### config.mk
export PLATFORM = sky130hd
export DESIGN_NAME = mux4_rr_arbiter_flat
export DESIGN_NICKNAME = d
export VERILOG_FILES = /design/src/rtl/mux4_rr_arbiter_pkg.sv /design/src/rtl/mux4_rr_arbiter_if.sv /design/src/rtl/mux4_sel.sv /design/src/rtl/mux4_rr_arbiter.sv /design/src/flat_wrapper.sv
export SDC_FILE = /design/constraint.sdc
export NUM_CORES = 1
export LEC_CHECK = 0
export ABC_AREA = 1
export BUFFER_PORTS_ARGS = -buffer_cell sky130_fd_sc_hd__clkbuf_2
export CAP_MARGIN = 20
export CORE_AREA = 2 2 50 52
export CTS_CLUSTER_DIAMETER = 40
export DETAILED_ROUTE_END_ITERATION = 10
export DIE_AREA = 0 0 52 54
export PLACE_DENSITY = 0.68
export SLEW_MARGIN = 20
export SYNTH_ARGS = -nofsm -noshare
export SYNTH_HDL_FRONTEND = slang
export SYNTH_SLANG_ARGS = --single-unit
export TNS_END_PERCENT = 100
### constraint.sdc
create_clock -name clk -period 2.57 [get_ports clk]
set_clock_uncertainty 0.1 [all_clocks]
set_input_delay 0.514 -clock clk [delete_from_list [all_inputs] [get_ports clk]]
set_output_delay 0.514 -clock clk [all_outputs]
set_load 0.02 [all_outputs]
### src/rtl/mux4_rr_arbiter_pkg.sv
// Shared constants, FSM encoding and round-robin search helper for mux4_rr_arbiter.
package mux4_rr_arbiter_pkg;

    localparam int unsigned NUM_REQ = 4;
    localparam int unsigned SEL_W   = 2;

    typedef enum logic {
        StIdle = 1'b0,
        StHold = 1'b1
    } state_e;

    // First set request in order last+1, last+2, last+3, last; returns last if none set.
    function automatic logic [SEL_W-1:0] rr_next_idx(input logic [NUM_REQ-1:0] req,
                                                     input logic [SEL_W-1:0]   last);
        logic [SEL_W-1:0] idx;
        logic [SEL_W-1:0] res;
        res = last;
        // Walk from lowest to highest priority so the last hit wins.
        for (int k = NUM_REQ; k >= 1; k--) begin
            idx = last + SEL_W'(k);
            if (req[idx]) res = idx;
        end
        return res;
    endfunction

endpackage

### src/rtl/mux4_rr_arbiter_if.sv
// Producer/consumer bundle for mux4_rr_arbiter; slave is the arbiter side.
interface mux4_rr_arbiter_if
    import mux4_rr_arbiter_pkg::*;
#(
    parameter int unsigned WIDTH = 3
);
    logic [NUM_REQ-1:0] req;
    logic [WIDTH-1:0]   x0;
    logic [WIDTH-1:0]   x1;
    logic [WIDTH-1:0]   x2;
    logic [WIDTH-1:0]   x3;
    logic [NUM_REQ-1:0] gnt;
    logic [SEL_W-1:0]   sel;
    logic [WIDTH-1:0]   y;
    logic               out_valid;
    logic               out_ready;

    modport master (
        output req, x0, x1, x2, x3, out_ready,
        input  gnt, sel, y, out_valid
    );

    modport slave (
        input  req, x0, x1, x2, x3, out_ready,
        output gnt, sel, y, out_valid
    );

endinterface

### src/rtl/mux4_sel.sv
// Combinational WIDTH-bit 4:1 selector.
module mux4_sel
    import mux4_rr_arbiter_pkg::*;
#(
    parameter int unsigned WIDTH = 3
) (
    input  logic [SEL_W-1:0] i_sel,
    input  logic [WIDTH-1:0] i_x0,
    input  logic [WIDTH-1:0] i_x1,
    input  logic [WIDTH-1:0] i_x2,
    input  logic [WIDTH-1:0] i_x3,
    output logic [WIDTH-1:0] o_y
);

    always_comb begin
        o_y = i_x0;
        unique case (i_sel)
            2'd0: o_y = i_x0;
            2'd1: o_y = i_x1;
            2'd2: o_y = i_x2;
            2'd3: o_y = i_x3;
            default: o_y = i_x0;
        endcase
    end

endmodule

### src/rtl/mux4_rr_arbiter.sv
// Round-robin arbiter over four producers; captures the winner's word and holds it
// until the sink accepts, re-arbitrating in the accept cycle for back-to-back transfers.
module mux4_rr_arbiter
    import mux4_rr_arbiter_pkg::*;
#(
    parameter int unsigned WIDTH = 3
) (
    input logic                clk,
    input logic                rst_n,
    mux4_rr_arbiter_if.slave   io_bus
);

    state_e             r_state;
    logic [SEL_W-1:0]   r_last;
    logic [SEL_W-1:0]   r_sel;
    logic [NUM_REQ-1:0] r_gnt;
    logic [WIDTH-1:0]   r_y;
    logic               r_valid;

    logic               w_accept;
    logic [SEL_W-1:0]   w_arb_last;
    logic [SEL_W-1:0]   w_idx;
    logic               w_any;
    logic [WIDTH-1:0]   w_mux_y;

    // On accept the served requester must already count as "last" for this arbitration.
    always_comb begin
        w_accept   = (r_state == StHold) && io_bus.out_ready;
        w_arb_last = w_accept ? r_sel : r_last;
        w_idx      = rr_next_idx(io_bus.req, w_arb_last);
        w_any      = |io_bus.req;
    end

    mux4_sel #(
        .WIDTH (WIDTH)
    ) u_mux4_sel (
        .i_sel (w_idx),
        .i_x0  (io_bus.x0),
        .i_x1  (io_bus.x1),
        .i_x2  (io_bus.x2),
        .i_x3  (io_bus.x3),
        .o_y   (w_mux_y)
    );

    always_ff @(posedge clk or negedge rst_n) begin
        if (!rst_n) begin
            r_state <= StIdle;
            r_last  <= 2'b11;
            r_sel   <= '0;
            r_gnt   <= '0;
            r_y     <= '0;
            r_valid <= 1'b0;
        end else begin
            case (r_state)
                StIdle: begin
                    if (w_any) begin
                        r_sel   <= w_idx;
                        r_gnt   <= NUM_REQ'(1) << w_idx;
                        r_y     <= w_mux_y;
                        r_valid <= 1'b1;
                        r_state <= StHold;
                    end
                end
                StHold: begin
                    if (w_accept) begin
                        r_last <= r_sel;
                        if (w_any) begin
                            r_sel <= w_idx;
                            r_gnt <= NUM_REQ'(1) << w_idx;
                            r_y   <= w_mux_y;
                        end else begin
                            r_gnt   <= '0;
                            r_valid <= 1'b0;
                            r_state <= StIdle;
                        end
                    end
                end
                default: r_state <= StIdle;
            endcase
        end
    end

    assign io_bus.gnt       = r_gnt;
    assign io_bus.sel       = r_sel;
    assign io_bus.y         = r_y;
    assign io_bus.out_valid = r_valid;

endmodule

### src/flat_wrapper.sv
// flat-port wrapper written by rule: the top's interface ports become plain ports
module mux4_rr_arbiter_flat import mux4_rr_arbiter_pkg::*;
#(
    parameter int unsigned WIDTH = 3
)
  (clk, rst_n, io_bus_req, io_bus_x0, io_bus_x1, io_bus_x2, io_bus_x3, io_bus_out_ready, io_bus_gnt, io_bus_sel, io_bus_y, io_bus_out_valid);
  mux4_rr_arbiter_if #(.WIDTH(WIDTH)) io_bus_i ();
  input logic clk;
  input logic rst_n;
  input wire logic [$bits(io_bus_i.req)-1:0] io_bus_req;
  input wire logic [$bits(io_bus_i.x0)-1:0] io_bus_x0;
  input wire logic [$bits(io_bus_i.x1)-1:0] io_bus_x1;
  input wire logic [$bits(io_bus_i.x2)-1:0] io_bus_x2;
  input wire logic [$bits(io_bus_i.x3)-1:0] io_bus_x3;
  input wire logic [$bits(io_bus_i.out_ready)-1:0] io_bus_out_ready;
  output wire logic [$bits(io_bus_i.gnt)-1:0] io_bus_gnt;
  output wire logic [$bits(io_bus_i.sel)-1:0] io_bus_sel;
  output wire logic [$bits(io_bus_i.y)-1:0] io_bus_y;
  output wire logic [$bits(io_bus_i.out_valid)-1:0] io_bus_out_valid;
  assign io_bus_i.req = io_bus_req;
  assign io_bus_i.x0 = io_bus_x0;
  assign io_bus_i.x1 = io_bus_x1;
  assign io_bus_i.x2 = io_bus_x2;
  assign io_bus_i.x3 = io_bus_x3;
  assign io_bus_i.out_ready = io_bus_out_ready;
  assign io_bus_gnt = io_bus_i.gnt;
  assign io_bus_sel = io_bus_i.sel;
  assign io_bus_y = io_bus_i.y;
  assign io_bus_out_valid = io_bus_i.out_valid;
  mux4_rr_arbiter #(.WIDTH(WIDTH)) u_core (.clk(clk), .rst_n(rst_n), .io_bus(io_bus_i));
endmodule
Word level (Yosys, flattened, before mapping)

Cells that the tools add are included.

Register bits after elaboration: 13
Latch bits: 0
Bits in writable memories: 0
Memory bits (read-only): 0
Word-level logic and storage cells: 53
Memories: 0

Add/sub/neg operators: 3
Multipliers: 0
Div/mod/pow operators: 0
Magnitude comparators: 3
Eq/ne operators: 6
Shift-type cells: 1
Multiplexer cells: 28
Bitwise gates (word level): 1
Reduce and logical (&&, ||, !) cells: 5

Operator list:

| operator                                                                 | count |
|---|---|
| 2-bit 2-to-1 mux                                                         | 6 |
| 4-bit 2-to-1 mux                                                         | 3 |
| 3-bit one-hot mux with 4 select lines                                    | 1 |
| 2-bit by 3-bit < comparator with 1-bit output (second input constant)    | 3 |
| 1-bit 2-to-1 mux                                                         | 8 |
| 4-bit one-hot mux with 2 select lines                                    | 1 |
| 1-bit binary-select mux with 2-bit select                                | 3 |
| 3-bit 2-to-1 mux                                                         | 2 |
| 3-bit one-hot mux with 2 select lines                                    | 1 |
| 2-bit adder (second input constant)                                      | 2 |
| 2-bit == test (second input constant)                                    | 2 |
| 2-bit inequality test (second input constant)                            | 2 |
| 1-bit one-hot mux with 2 select lines                                    | 2 |
| 2-bit one-hot mux with 2 select lines                                    | 1 |
| 4-bit OR reduction                                                       | 1 |
| 1-bit by 2-bit << shifter with 4-bit output (first input constant)       | 1 |
| 3-bit AND reduction                                                      | 1 |
| 2-bit by 1-bit adder with 2-bit output (second input constant)           | 1 |
| 2-bit by 1-bit == test with 1-bit output (second input constant)         | 1 |
| 2-bit zero test                                                          | 1 |
| 2-bit by 1-bit inequality test with 1-bit output (second input constant) | 1 |
| 2-bit AND reduction                                                      | 1 |
| 1-bit logical AND                                                        | 1 |
| 1-bit inverter                                                           | 1 |

Depth between registers and ports, before layout

Gate-level depths: netlist of the first run.

Depth in word-level cells: 13
Mapped depth: 19

By module

Synthesis of the first run repeated with hierarchy kept, for this count alone.

Cell total of the unflattened synthesis: 134
Area, all modules: 965.9 um^2

By module, submodules not included:

| module          | instances | cells each | area each (um^2) | seq. area each (um^2) |
|---|---|---|---|---|
| mux4_rr_arbiter | 1         | 114        | 853.3            | 327.8 |
| mux4_sel        | 1         | 20         | 112.6            | 0.0 |

Least setup slack after synthesis of the first run

OpenSTA, ideal clock, no wires.

Path kind: input-to-reg
Start: in io_bus_out_ready
End: reg u_core.r_y[2] (netlist: u_core.io_bus.y[2])
Arrival time: 1.914 ns
Setup slack: 0.439 ns
Stages on the path: 18
Path buffers: 2
Cell sequence: buf_2 nand2_4 nand2_2 nand2_4 nand2_1 nand2_1 nand2_1 nand2_2 nand2_2 nand2_1 nand2_1 nand2_2 buf_6 or2_0 nand2_1 nand2_1 nand2_1 nand2_1

Word-level cells in the longest chain between the ends: 13
Elaborated cells on any way between the ends: 23
Classes of those cells: add/sub: 3; eq/ne: 4; mux: 14; reduce/logical: 2

Ends and longest elaborated chain:

| item                                      | RTL line                                     | text |
|---|---|---|
| start, declared                           | flat_wrapper.sv:15                           | `input wire logic [$bits(io_bus_i.out_ready)-1:0] io_bus_out_ready;` |
| 1-bit logical AND *                       | mux4_rr_arbiter.sv:28                        | `w_accept = (r_state == StHold) && io_bus.out_ready;` |
| 2-bit 2-to-1 mux                          | --                                           |  |
| 2-bit adder                               | mux4_rr_arbiter_pkg.sv:20                    | `idx = last + SEL_W'(k);` |
| 1-bit binary-select mux with 2-bit select | mux4_rr_arbiter_pkg.sv:21                    | `if (req[idx]) res = idx;` |
| 1-bit 2-to-1 mux (not written as such)    | mux4_rr_arbiter_pkg.sv:21                    |  |
| 2-bit 2-to-1 mux (3 in series)            | mux4_rr_arbiter_pkg.sv:21                    |  |
| 2-bit == test (tied with other cells)     | mux4_sel.sv:17                               | `unique case (i_sel)` |
| 3-bit one-hot mux with 4 select lines     | mux4_sel.sv:17                               |  |
| 3-bit 2-to-1 mux                          | mux4_rr_arbiter.sv:56, mux4_rr_arbiter.sv:67 |  |
| 3-bit 2-to-1 mux                          | mux4_rr_arbiter.sv:65                        | `if (w_accept) begin` |
| 3-bit one-hot mux with 2 select lines     | mux4_rr_arbiter.sv:54                        | `case (r_state)` |
| end signal, assigned                      | mux4_rr_arbiter.sv:59                        | `r_y <= w_mux_y;` |
| end signal, assigned                      | mux4_rr_arbiter.sv:70                        | `r_y <= w_mux_y;` |
| end, declared                             | mux4_rr_arbiter.sv:17                        | `logic [WIDTH-1:0] r_y;` |

Mark *: on every way between the ends. The rest lies on a longest branch, timed or not. The select of a mux whose other input is x is not followed.
A chain may end at the register's enable or synchronous reset.

Worst setup path after layout of the first run

Start: reg u_core.r_state
End: reg u_core.r_y[0] (netlist: u_core.io_bus.y[0])

Word-level cells in the longest chain between the ends: 13
Elaborated cells on any way between the ends: 24
Classes of those cells: add/sub: 3; eq/ne: 4; mux: 14; bitwise: 1; reduce/logical: 2

Ends and longest elaborated chain:

| item                                      | RTL line                                     | text |
|---|---|---|
| start, declared                           | mux4_rr_arbiter.sv:13                        | `state_e r_state;` |
| start signal, assigned                    | mux4_rr_arbiter.sv:47                        | `r_state <= StIdle;` |
| start signal, assigned                    | mux4_rr_arbiter.sv:61                        | `r_state <= StHold;` |
| start signal, assigned                    | mux4_rr_arbiter.sv:74                        | `r_state <= StIdle;` |
| 1-bit logical AND                         | mux4_rr_arbiter.sv:28                        |  |
| 2-bit 2-to-1 mux                          | --                                           |  |
| 2-bit adder                               | mux4_rr_arbiter_pkg.sv:20                    |  |
| 1-bit binary-select mux with 2-bit select | mux4_rr_arbiter_pkg.sv:21                    |  |
| 1-bit 2-to-1 mux (not written as such)    | mux4_rr_arbiter_pkg.sv:21                    |  |
| 2-bit 2-to-1 mux (3 in series)            | mux4_rr_arbiter_pkg.sv:21                    |  |
| 2-bit == test (tied with other cells)     | mux4_sel.sv:17                               |  |
| 3-bit one-hot mux with 4 select lines     | mux4_sel.sv:17                               |  |
| 3-bit 2-to-1 mux                          | mux4_rr_arbiter.sv:56, mux4_rr_arbiter.sv:67 |  |
| 3-bit 2-to-1 mux                          | mux4_rr_arbiter.sv:65                        |  |
| 3-bit one-hot mux with 2 select lines     | mux4_rr_arbiter.sv:54                        |  |

Parallel ways exist; a longest one is shown, timed or not. The select of a mux whose other input is x is not followed.

==> results.cfg, run 1 <==
[status]
status = finished clean

[logic_synthesis]
synth.avg_cell_area_um2 = 6.459
synth_area_leader_cell = dfrtp_1
synth_top_area_frac = 0.2880
synthesis.area_um2 = 955.9
synth_seq_cells = 13
synth.distinct_cells = 20
ys_seq_area_frac = 0.3429
yosys_warnings = 0
synth_area_leaders = dfrtp_1 (29%), nand2_1 (24%), nand3_1 (9.9%), inv_1 (6.7%), nand2_2 (5.9%)
syn_nets = 167
syn_inst = 148

[cells_and_area]
final_common_cell = nand2_1
fillCellCount = 246
diodes = 0
layout_common_cells = nand2_1 (62), clkbuf_2 (28), nand3_1 (19), inv_1 (17), dfrtp_1 (11)
layout-drive-gt1-share = 0.2905
area_delta_synth_final_pct = 20.42
design_area_um2 = 1151
final_nets = 199

[pwr]
pwr_density_cell_nw_per_um2 = 1077
p_leak_nw = 0.6870
peakVddDrop_uv = 573.5

[clock_network]
post_cts_buffers = 0
htreeDepth = 1
postCtsHoldBufs = 0
clk_path_buf_depth = 2
post_cts_resize_count = 0
cts_buffers = 3
clk_latency_ns = 0.27
clk_pin_slew_ns = 0.07
clock-sinks = 13
cts_tree = built
cts_root_buffer = clkbuf_4

[placement]
dpl_cell_area_um2 = 1125
dp_hpwl_um = 1745
place_congestion = 0.8282
portBuffers = 28

[critical_path]
start_kind = flop
max_stage_delay_ns = 0.50
crit_family = simple AND/OR/NAND/NOR gates
critPathArrivalTime_ns = 2.28
worstPathCellList = nand2_4 -> nand2_4 -> nand2_4 -> nand2_1 -> nand2_1 -> nand2_1 -> nand2_2 -> nand2_2 -> nand2_1 -> nand2_1 -> nand2_2 -> or2_2 -> nand2_1 -> nand2_1 -> nand2_1 -> nand2_1
cpMaxStageDelayCell = dfrtp_1
endpoint_kind = flop
critPathKind = reg2reg
r2r-start = u_core.r_state
cp-startpoint = u_core.r_state
required_ns = 2.63
cp_num_buf_inv = 0
path_max_fanout = 12
cp_common_cell = nand2_1

[drt]
vias = 978
drt_iter0_drc = 32
viasPerCell = 4.679
drtPass1Iterations = 4
wl_per_cell_um = 10.37
antenna_left = 0
drt-total-wl_um = 2168
drc_errors = 0

[die]
core-area_um2 = 2320
die_w_um = 52
ioPinCount = 29
initial_utilization = 0.4121
die_area_um2 = 2808
die_y_um = 54
rows = 18

[flow_run]
maxCapViolations = 0

[sta]
slew_viol_final = 0
relSlewSlack = 0.7688
report.final.hold_viol_count = 0
setup_viol = 0
rsz0062_at_grt = false
period_needed_ns = 2.215
fin_crit_sh = 0.8617
worstMarginPinSlew_ns = 0.3455
fmax_mhz = 451.5
finalSetupTns_ns = 0

[global_routing]
grt_max_degree = 14
antenna_found_initial = 0
grt_pass1_vias = 910
grt_use_total = 0.1861
grt-ovfl-total = 0
grt_pass1_wl_um = 3891

[min_path]
hold_path_class = in2async
[Yosys cell counts (all sizes together)]
| library cell | count |
|---|---|
| nor2 | 5 |
| nor4 | 1 |
| inv | 19 |
| nand3 | 20 |
| a31oi | 1 |
| dfrtp | 11 |
| clkinv | 1 |
| o31ai | 3 |
| dfstp | 2 |
| buf | 2 |
| o21ai | 3 |
| nand2 | 75 |
| a21oi | 2 |
| or2 | 3 |
[registers in the layout, indices dropped and copies added, names as in the netlist]
signal and cells:
u_core.r_state 1, u_core.io_bus.sel 2, u_core.io_bus.y 3, u_core.io_bus.out_valid 1, u_core.r_last 2, u_core.io_bus.gnt 4
[final timing paths]
check | endpoint | cells past startpoint | slack, ns
setup / recovery | u_core.io_bus.y[0] | 16 | 0.36
hold / removal | u_core.io_bus.out_valid | 1 | 0.02
setup reg to reg | u_core.io_bus.y[0] | 16 | 0.36
hold reg to reg | u_core.io_bus.y[0] | 2 | 0.39
max in group asynchronous | u_core.r_last[0] | 1 | 2.06
min in group clk | u_core.io_bus.y[0] | 2 | 0.39
[worst reg2reg max path, cell delays in order, from the launching register on]
cell	delay, ns
dfrtp_1	0.50
nand2_4	0.15
nand2_4	0.10
nand2_4	0.08
nand2_1	0.08
nand2_1	0.08
nand2_1	0.10
nand2_2	0.06
nand2_2	0.07
nand2_1	0.04
nand2_1	0.06
nand2_2	0.13
or2_2	0.31
nand2_1	0.07
nand2_1	0.05
nand2_1	0.07
nand2_1	0.05
[metal layers]
layer	global-route usage	part of all wire
met5	0	0
met4	0.05263	0
met3	0.04444	0.056
met2	0.3249	0.48
met1	0.2281	0.46
[stage by stage]
| stage | worst slack (ns) | cells | total power, mW | hold slack (ns) | util |
|---|---|---|---|---|---|
| finish | 0.3553 | 209 | 1.239 | 0.01992 | 0.4962 |
| global route | 0.1106 | 209 | 1.388 | 0.02652 | 0.4962 |
| CTS | 0.3555 | 209 | 1.253 | 0.01296 | 0.4962 |
| detailed placement | 0.1673 | 205 | 1.124 | 0.3194 | 0.4849 |
| global placement | 0.2104 | 205 | 1.112 | 0.3164 | 0.4849 |
| floorplan | 0.4395 | 148 | 0.9484 | 0.1184 | - |
[report_power, final]
part / internal [mW] / switching (mW) / total [mW]
combinational: 0.249 / 0.518 / 0.767
clock: 0.0601 / 0.0618 / 0.122
sequential: 0.294 / 0.0564 / 0.350
total: 0.603 / 0.637 / 1.24
[cells by family after synthesis]
| group | share of synthesized area |
|---|---|
| AND/OR/NAND/NOR | 0.5052 |
| buffers and inverters | 0.09554 |
| flip-flops | 0.3429 |
| AO/OA/AOI/OAI | 0.05628 |
[final cells by class]
type | count | area, um^2 | area share
Clock buffer | 4 | 26.28 | 0.02283
Inverter | 20 | 75.07 | 0.06522
Multi-Input combinational cell | 113 | 536.8 | 0.4663
Sequential cell | 13 | 327.8 | 0.2848
Tap cell | 30 | 37.54 | 0.03261
Timing Repair Buffer | 29 | 147.6 | 0.1283
(Power assumes the default switching activity.)
==> run 2: changes to the inputs <==
--- a/config.mk
+++ b/config.mk
@@ -8,11 +8,13 @@
 export ABC_AREA = 1
 export BUFFER_PORTS_ARGS = -buffer_cell sky130_fd_sc_hd__clkbuf_2
 export CAP_MARGIN = 20
-export CORE_AREA = 2 2 50 52
+export CELL_PAD_IN_SITES_DETAIL_PLACEMENT = 1
+export CELL_PAD_IN_SITES_GLOBAL_PLACEMENT = 2
+export CORE_AREA = 2 2 64 66
 export CTS_CLUSTER_DIAMETER = 40
 export DETAILED_ROUTE_END_ITERATION = 10
-export DIE_AREA = 0 0 52 54
-export PLACE_DENSITY = 0.68
+export DIE_AREA = 0 0 66 68
+export PLACE_DENSITY_LB_ADDON = 0.1
 export SLEW_MARGIN = 20
 export SYNTH_ARGS = -nofsm -noshare
 export SYNTH_HDL_FRONTEND = slang
==> run 2 against run 1 <==
Compared with the run above: core utilization shrank 19 points; sequential power is essentially flat; worst setup slack lost 0.050 ns; count of clock-buffer cells in the layout did not move; critical path depth unchanged; non-clock buffer count unchanged; sequential cell count is the same; sequential share of layout area down 1.0 points; critical path type unchanged; largest cell class unchanged; highest routed layer is now met4.
==> results.cfg, run 2 (synthesis results as in run 1) <==
[die]
initial_utilization = 0.2479
die_area_um2 = 4488
ioPinCount = 29
die_y_um = 68
core-area_um2 = 3856
die_w_um = 66
rows = 23

[clock_network]
clk_pin_slew_ns = 0.05
post_cts_buffers = 0
htreeDepth = 1
post_cts_resize_count = 0
cts_buffers = 3
postCtsHoldBufs = 0
cts_root_buffer = clkbuf_8
clk_path_buf_depth = 2
clk_latency_ns = 0.24
clock-sinks = 13
cts_tree = built

[critical_path]
rr_endpoint = u_core.io_bus.y[1]
cp_common_cell = nand2_1
endpoint_kind = flop
crit_family = simple AND/OR/NAND/NOR gates
cpMaxStageDelayCell = dfrtp_1
required_ns = 2.60
start_kind = flop
cp_num_buf_inv = 0
max_stage_delay_ns = 0.51
r2r_cells = 16
critPathKind = reg2reg
critPathArrivalTime_ns = 2.29
cp-startpoint = u_core.r_state
path_max_fanout = 12
r2r-start = u_core.r_state
rrSetupSlack_ns = 0.31
worstPathCellList = nand2_4 -> nand2_4 -> nand2_4 -> nand2_1 -> nand2_1 -> nand2_1 -> nand2_2 -> nand2_2 -> nand2_1 -> nand2_1 -> nand2_2 -> or2_2 -> nand2_1 -> nand2_1 -> nand2_1 -> nand2_1

[sta]
report.final.hold_viol_count = 0
fmax_mhz = 441.5
rsz0062_at_grt = false
fin_ws_ns = 0.3050
period_needed_ns = 2.265
slew_viol_final = 0
finalSetupTns_ns = 0
holdWs_ns = 0.05624
setup_viol = 0
worstMarginPinSlew_ns = 0.3520
relSlewSlack = 0.7648
fin_crit_sh = 0.8813

[pwr]
total_power_mw = 1.331
p_leak_nw = 0.6948
peakVddDrop_uv = 307.6
pwr_density_cell_nw_per_um2 = 1114

[cells_and_area]
largest_reg_flops = 4
final_common_cell = nand2_1
layout-drive-gt1-share = 0.2905
layout_common_cells = nand2_1 (62), clkbuf_2 (28), nand3_1 (19), inv_1 (17), dfrtp_1 (11)
utilization = 0.3099
design_area_um2 = 1195
area_delta_synth_final_pct = 25.00
fin_cells = 229
diodes = 0
final_nets = 199

[placement]
dpl.cell_count = 225
place_congestion = 0.7813
preCtsSetupSlack_ns = 0.1012
dp_hpwl_um = 2210
portBuffers = 28
dpl_cell_area_um2 = 1150

[drt]
vias = 1015
drt-total-wl_um = 2758
wl_per_cell_um = 12.04
antenna_left = 0
drtPass1Iterations = 4
drc_errors = 0
viasPerCell = 4.432
drt_iter0_drc = 37

[global_routing]
grtUsageMet2 = 0.2513
antenna_found_initial = 0
use_met3 = 0.03289
grt-ovfl-total = 0
grt_pass1_wl_um = 4726
use_met1 = 0.1647
grt_max_degree = 14
grt_pass1_vias = 1065
grt_use_total = 0.1377
top_usage_layer = met2

[min_path]
hold_path_class = in2async

[status]
status = finished clean

[flow_run]
maxCapViolations = 0
-- run 2: changes by cell type in the layout (fill, tap and decap cells not counted) --
cell and delta:
clkbuf_4 -3, clkbuf_8 +3
-- run 2: layout make-up --
cell class	count	area, um^2
timing repair buffer	29	147.6
fill	537	2661
sequential	13	327.8
clock buffer	4	45.04
multi-input combinational	113	536.8
inverter	20	75.07
tap	50	62.56
-- run 2: layer usage --
metal,up-vias,share of wire
met4,0,0.0062
li1,522,-
met5,-,0
met1,467,0.46
met3,2,0.044
met2,24,0.49
-- run 2: how the worst max path moves through the flow --
stage                               endpoint  cells past startpoint
after floorplan           u_core.io_bus.y[2]                     18
after global placement    u_core.io_bus.y[1]                     17
after detailed placement  u_core.io_bus.y[1]                     17
after CTS                 u_core.io_bus.y[1]                     16
after global routing      u_core.io_bus.y[1]                     16
final                     u_core.io_bus.y[1]                     16
-- run 2: worst register-to-register path: stages (launching register included) --
cell and delay, ns:
dfrtp_1 0.51, nand2_4 0.14, nand2_4 0.11, nand2_4 0.09
nand2_1 0.08, nand2_1 0.09, nand2_1 0.11, nand2_2 0.07
nand2_2 0.07, nand2_1 0.04, nand2_1 0.06, nand2_2 0.15
or2_2 0.31, nand2_1 0.07, nand2_1 0.05, nand2_1 0.07
nand2_1 0.04
-- run 2: power breakdown --
| part | total [mW] | internal [mW] | switching, mW |
|---|---|---|---|
| Combinational | 0.802 | 0.248 | 0.554 |
| Sequential | 0.351 | 0.295 | 0.0562 |
| Clock | 0.178 | 0.109 | 0.0685 |
| Total | 1.33 | 0.653 | 0.679 |
